**src/rtl/packet_sorter.sv**
```systemverilog
// packet_sorter: routes BCH-decoded HDMI data-island packets to an audio FIFO,
// ACR registers and InfoFrame fields, with checksum and collision handling.
module packet_sorter #(
    parameter int AUDIO_FIFO_DEPTH = 8
) (
    input  logic             clk_pixel,
    input  logic             reset_n,
    input  logic             packet_valid,
    input  logic [23:0]      header,
    input  logic [3:0][55:0] sub,
    input  logic             header_error,
    input  logic [3:0]       sub_error,
    output logic [47:0]      audio_sample_word,
    output logic             audio_valid,
    input  logic             audio_ready,
    output logic             audio_block_start,
    output logic [19:0]      cts,
    output logic [19:0]      n,
    output logic             acr_update,
    output logic [6:0]       video_id_code,
    output logic [2:0]       audio_channel_count,
    output logic             packet_dropped,
    output logic             checksum_error,
    output logic             audio_overflow
);
    localparam int AW = $clog2(AUDIO_FIFO_DEPTH);

    typedef enum logic [1:0] {IDLE, AUDIO, INFO, COMMIT} state_t;

    state_t           state_q;
    logic [7:0]       type_q, sum_q, sub_sum;
    logic [3:0]       present_q, bflag_q, serr_q;
    logic [3:0][55:0] sub_q;
    logic [1:0]       k_q;
    logic [48:0]      mem_q [AUDIO_FIFO_DEPTH];
    logic [48:0]      last_q, head;
    logic [AW-1:0]    wr_q, rd_q;
    logic [AW:0]      cnt_q;
    logic [19:0]      cts_q, n_q;
    logic [6:0]       vic_q;
    logic [2:0]       cc_q;
    logic             acr_q, drop_q, cerr_q, ovf_q;
    logic             full, push, pop, wr_en;

    assign full  = cnt_q == (AW+1)'(AUDIO_FIFO_DEPTH);
    assign audio_valid = cnt_q != '0;
    assign pop   = audio_valid && audio_ready;
    assign push  = state_q == AUDIO && present_q[k_q] && !serr_q[k_q];
    assign wr_en = push && (!full || pop);
    // Once drained, the output keeps showing the most recently popped sample.
    assign head  = audio_valid ? mem_q[rd_q] : last_q;
    assign audio_sample_word   = head[48:1];
    assign audio_block_start   = head[0];
    assign cts                 = cts_q;
    assign n                   = n_q;
    assign acr_update          = acr_q;
    assign video_id_code       = vic_q;
    assign audio_channel_count = cc_q;
    assign packet_dropped      = drop_q;
    assign checksum_error      = cerr_q;
    assign audio_overflow      = ovf_q;

    always_comb begin
        sub_sum = sum_q;
        for (int i = 0; i < 7; i++) sub_sum = sub_sum + sub_q[k_q][8*i +: 8];
    end

    always_ff @(posedge clk_pixel)
        if (wr_en) mem_q[wr_q] <= {sub_q[k_q][47:0], bflag_q[k_q]};

    always_ff @(posedge clk_pixel or negedge reset_n) begin
        if (!reset_n) begin
            state_q   <= IDLE;
            type_q    <= '0;
            sum_q     <= '0;
            present_q <= '0;
            bflag_q   <= '0;
            serr_q    <= '0;
            sub_q     <= '0;
            k_q       <= '0;
            last_q    <= '0;
            wr_q      <= '0;
            rd_q      <= '0;
            cnt_q     <= '0;
            cts_q     <= '0;
            n_q       <= '0;
            vic_q     <= '0;
            cc_q      <= '0;
            acr_q     <= 1'b0;
            drop_q    <= 1'b0;
            cerr_q    <= 1'b0;
            ovf_q     <= 1'b0;
        end else begin
            acr_q  <= 1'b0;
            cerr_q <= 1'b0;
            drop_q <= packet_valid && (state_q != IDLE || header_error);
            if (wr_en) wr_q <= wr_q + 1'b1;
            if (pop) begin
                rd_q   <= rd_q + 1'b1;
                last_q <= mem_q[rd_q];
            end
            cnt_q <= cnt_q + {{AW{1'b0}}, wr_en} - {{AW{1'b0}}, pop};
            if (push && !wr_en) ovf_q <= 1'b1;
            case (state_q)
                IDLE: if (packet_valid && !header_error) begin
                    type_q    <= header[7:0];
                    present_q <= header[11:8];
                    bflag_q   <= header[23:20];
                    serr_q    <= sub_error;
                    sub_q     <= sub;
                    k_q       <= '0;
                    sum_q     <= header[7:0] + header[15:8] + header[23:16];
                    if (header[7:0] == 8'h01) begin
                        if (sub_error[0]) drop_q <= 1'b1;
                        else begin
                            cts_q <= {sub[0][11:8], sub[0][23:16], sub[0][31:24]};
                            n_q   <= {sub[0][35:32], sub[0][47:40], sub[0][55:48]};
                            acr_q <= 1'b1;
                        end
                    end
                    state_q <= header[7:0] == 8'h02 ? AUDIO :
                               header[7:0] inside {8'h82, 8'h83, 8'h84} ? INFO : IDLE;
                end
                AUDIO: begin
                    k_q <= k_q + 2'd1;
                    if (k_q == 2'd3) state_q <= IDLE;
                end
                INFO: begin
                    sum_q <= sub_sum;
                    k_q   <= k_q + 2'd1;
                    if (k_q == 2'd3) state_q <= COMMIT;
                end
                COMMIT: begin
                    state_q <= IDLE;
                    if (sum_q == 8'd0 && serr_q == 4'd0) begin
                        if (type_q == 8'h82) vic_q <= sub_q[0][38:32];
                        if (type_q == 8'h84) cc_q <= sub_q[0][10:8];
                    end else cerr_q <= 1'b1;
                end
                default: state_q <= IDLE;
            endcase
        end
    end
endmodule

```
**config.mk**
```make
export PLATFORM = sky130hd
export DESIGN_NAME = packet_sorter
export DESIGN_NICKNAME = d
export VERILOG_FILES = /design/src/rtl/packet_sorter.sv
export SDC_FILE = /design/constraint.sdc
export NUM_CORES = 1
export LEC_CHECK = 0
export ABC_CLOCK_PERIOD_IN_PS = 5500
export BUFFER_PORTS_ARGS = -buffer_cell sky130_fd_sc_hd__clkbuf_2
export CAP_MARGIN = 20
export CORE_MARGIN = 4
export CORE_UTILIZATION = 40
export CTS_CLUSTER_DIAMETER = 150
export DETAILED_ROUTE_END_ITERATION = 8
export SLEW_MARGIN = 20
export SYNTH_ARGS = -nofsm -noshare
export SYNTH_HDL_FRONTEND = slang
export SYNTH_SLANG_ARGS = --single-unit
export TNS_END_PERCENT = 20
```
**constraint.sdc**
```tcl
create_clock -name clk_pixel -period 5.5 [get_ports clk_pixel]
set_clock_uncertainty 0.2 [all_clocks]
set_input_delay 1.375 -clock clk_pixel [delete_from_list [all_inputs] [get_ports clk_pixel]]
set_output_delay 1.375 -clock clk_pixel [all_outputs]
set_load 0.02 [all_outputs]
```
==> results.cfg <==
[status]
outcome = completed

[drt]
wl_um = 81800
route.detailed.vias_per_inst = 5.20
routedWlPerCell_um = 24.0
post-route-drc-count = 0
vias = 17700
drt.antenna.violating_nets = 0
number_of_search_and_repair_iterations_in_the_first_detailed_routing_pass = 5
first_iter_violations = 1114

[timing]
slew_headroom = 0.319
min_period_over_period = 0.974
rsz0062_at_grt = false
worstMarginPinSlew_ns = 1.02
setup-violations-final = 0
clock.fmax_ghz = 0.187
timing.final.crit_period_ns = 5.36
final_max_slew_viol_count = 0
timing_hold_violations_final = 0

[floorplanning]
coreArea_um2 = 79400
placementRows = 103
die_w_um = 292
design.die.area_um2 = 85000
floorplan.initialDensity = 0.405
io-pin-count = 361
dieHeight_um = 292

[critical_path]
cp_delay_by_family_top = adder cells
r2r_cells = 19
cp.arrival_ns = 5.68
cp_num_cells = 19
critical_path_class = flip-flop to flip-flop
startpoint = k_q[0]$_DFFE_PN0P_
regToRegStartpoint = k_q[0]$_DFFE_PN0P_
cp-start-kind = flip-flop
cp_slowest_cell = fa_1
timing.critical_path.cells = buf_12 -> buf_4 -> mux4_2 -> inv_1 -> fa_1 -> inv_1 -> fa_1 -> fa_1 -> inv_1 -> fa_1 -> inv_1 -> ha_1 -> o21ai_0 -> o21bai_1 -> a21oi_1 -> xnor3_1 -> nand2_1 -> o311ai_1 -> o21a_1
reg2reg_to = sum_q[7]$_DFFE_PN0P_
crit_fanout = 8
ff2ff_setup_slack_ns = 0.14
worst_path_largest_cell_delay_ns = 0.61
nature_of_the_critical_path_endpoint = flip-flop
cp-endpoint = sum_q[7]$_DFFE_PN0P_
critical_path_required_ns = 5.82
cp.buffers_inverters = 6

[synth]
cell_type_with_the_highest_aggregate_area_in_the_netlist = edfxtp_1
synth_fa_ha_area_frac = 0.0404
synth-warning-count = 0
yosys.area_share.xor_xnor = 0.00805
cell_count_after_synthesis = 1876
synth.mux.area_fraction = 0.227
synth_seq_cells = 761
synth_top_area_share = 0.366
count_of_unique_library_cells_instantiated_by_yosys = 44
synth_async_sr_flop_share = 0.485
synth_top_family_by_area = multiplexers
synthesis.nets = 2208
post_synth_simple_gate_area = 0.0231
synth-main-ff-cell = edfxtp_1
synth_compound_area_frac = 0.0242
synth_enable_flop_cells = 392
post_synth.cell_area_avg_um2 = 17.1
synth_area_leaders = edfxtp_1 (37%), dfrtp_1 (29%), mux4_2 (11%)
synth_sequential_area_ratio = 0.653
syn_area_um2 = 32200

[final_layout]
final_cell_mix = edfxtp_1 (392), dfrtp_1 (364), clkbuf_2 (359)
post_route_cells_drive_above_1_share = 0.312
fillCellCount = 6856
ff_latch_area_um2 = 21000
leading_cell_type_in_the_layout_fill_and_taps_excluded = edfxtp_1
post_synthesis_to_final_layout_area_growth_pct = 19.5
fin_util = 0.484
multi_input_comb_area_um2 = 10500
finalNetCount = 2619

[placement]
buffer_ports.inserted = 360
hpwlAfterDp_um = 57400
finalWeightedCongestion = 0.829

[clock_network]
tritoncts_num_sinks = 761
worstSkewPairLatency_ns = 0.63
cts_tree = yes
total_cts_buffers = 82
clk_root_buffer_cell = clkbuf_16
cts_max_path_buffers = 3
worst_setup_hold_path_clk_slew_ns = 0.06
postCtsResizedCells = 0
cts_max_level = 3

[min_path]
class_of_the_tightest_hold_or_removal_check = flip-flop to flip-flop

[grt]
grt_pass1_vias = 19300
global_route_wire_length_before_repair_um = 123000
grt_antenna_before_repair = 11
grt_max_degree = 167
gr-total-overflow = 0
globalRouteTotalUtil = 0.193

[job]
max_cap_violations = 0
[flip-flops by register name (all words and copies together), names as in the netlist]
| signal | count |
|---|---|
| sum_q | 8 |
| k_q | 2 |
| audio_overflow | 1 |
| last_q | 49 |
| video_id_code | 7 |
| packet_dropped | 1 |
| cnt_q | 4 |
| state_q | 2 |
| n | 20 |
| acr_update | 1 |
| bflag_q | 4 |
| type_q | 8 |
| wr_q | 3 |
| cts | 20 |
| audio_channel_count | 3 |
| checksum_error | 1 |
| rd_q | 3 |
| present_q | 4 |
| serr_q | 4 |
| mem_q | 392 |
| sub_q | 224 |
[cells by family (layout without fill, tap and decap cells)]
group,Yosys count,after routing
XOR/XNOR,24,24
multiplexers,499,499
flip-flops,761,761
buffers and inverters,197,676
other,0,4
AND/OR/NAND/NOR,175,175
AO/OA/AOI/OAI,145,145
adder cells (fa/ha/maj),75,75
[metal layers]
layer  vias up  share of wire  GRT usage
met5         -        0.00088          0
met2       465           0.49      0.318
met3       137          0.054     0.0395
met1      9255           0.43      0.261
met4        12          0.026     0.0570
li1       7846              -          -
[worst register-to-register path, stage by stage, from the launching register on]
cell	delay, ns
dfrtp_4	0.51
buf_12	0.16
buf_4	0.17
mux4_2	0.37
inv_1	0.07
fa_1	0.61
inv_1	0.09
fa_1	0.49
fa_1	0.49
inv_1	0.05
fa_1	0.48
inv_1	0.05
ha_1	0.29
o21ai_0	0.24
o21bai_1	0.10
a21oi_1	0.17
xnor3_1	0.41
nand2_1	0.07
o311ai_1	0.10
o21a_1	0.13
[area by class of cell]
| cell class | instances | area share |
|---|---|---|
| clock inverters | 37 | 0.0121 |
| clock buffers | 115 | 0.0615 |
| well taps | 1050 | 0.0342 |
| diodes | 4 | 0.000260 |
| multi-input cells | 918 | 0.272 |
| flip-flops and latches | 761 | 0.547 |
| repair buffers | 424 | 0.0631 |
| inverters | 100 | 0.00977 |
[stage by stage]
stage / instances / TNS (ns) / area (µm²) / setup WS (ns) / hold WS (ns)
2_1_floorplan: 1876 / -277.67 / 32200 / -1.05 / 0.256
3_3_place_gp: 3250 / 0 / 35500 / 0.107 / 0.268
3_5_place_dp: 3250 / -0.00131 / 35500 / -0.00131 / 0.274
4_1_cts: 3403 / 0 / 38400 / 0.0401 / 0.287
5_1_grt: 3406 / 0 / 38400 / 0.000272 / 0.296
6_report: 3409 / 0 / 38400 / 0.145 / 0.283
[Yosys cell counts, types with 2 or more instances]
| master | n |
|---|---|
| a211oi_1 | 2 |
| ha_1 | 27 |
| o21ai_0 | 4 |
| a32o_1 | 2 |
| nand2b_1 | 4 |
| a21o_1 | 4 |
| nor3_1 | 6 |
| o21bai_1 | 2 |
| xor2_1 | 4 |
| xnor2_1 | 16 |
| nor2_1 | 67 |
| clkbuf_1 | 58 |
| nor4_1 | 4 |
| nor3b_1 | 6 |
| dfrtp_1 | 369 |
| o21ai_1 | 57 |
| mux2_1 | 292 |
| nand2_1 | 75 |
| fa_1 | 48 |
| inv_1 | 96 |
| mux2i_1 | 51 |
| nor2b_1 | 6 |
| and3_1 | 2 |
| buf_2 | 18 |
| nand3_1 | 3 |
| inv_2 | 4 |
| buf_1 | 19 |
| mux4_2 | 155 |
| edfxtp_1 | 392 |
| a21oi_1 | 67 |
| xnor3_1 | 3 |
[worst min path at each step]
stage | startpoint | to | slack [ns] | cells past startpoint
2_1_floorplan | present_q[1]$_DFFE_PN0P_ | present_q[1]$_DFFE_PN0P_ | 0.26 | 1
3_3_place_gp | last_q[46]$_DFFE_PN0P_ | last_q[46]$_DFFE_PN0P_ | 0.27 | 2
3_5_place_dp | cts[1]$_DFFE_PN0P_ | cts[1]$_DFFE_PN0P_ | 0.27 | 1
4_1_cts | cts[1]$_DFFE_PN0P_ | cts[1]$_DFFE_PN0P_ | 0.29 | 1
5_1_grt | sub_q[130]$_DFFE_PN0P_ | sub_q[130]$_DFFE_PN0P_ | 0.30 | 1
6_report | cts[1]$_DFFE_PN0P_ | cts[1]$_DFFE_PN0P_ | 0.28 | 1
[timing repair]
item,in CTS,in global routing
gates cloned,0,0
hold buffers,0,0
buffers inserted,1,2
setup endpoints to repair,1,1
Power is left out: the tool's default activity adds up to more than one toggle a clock period on the data nets, which glitch-free logic cannot reach.
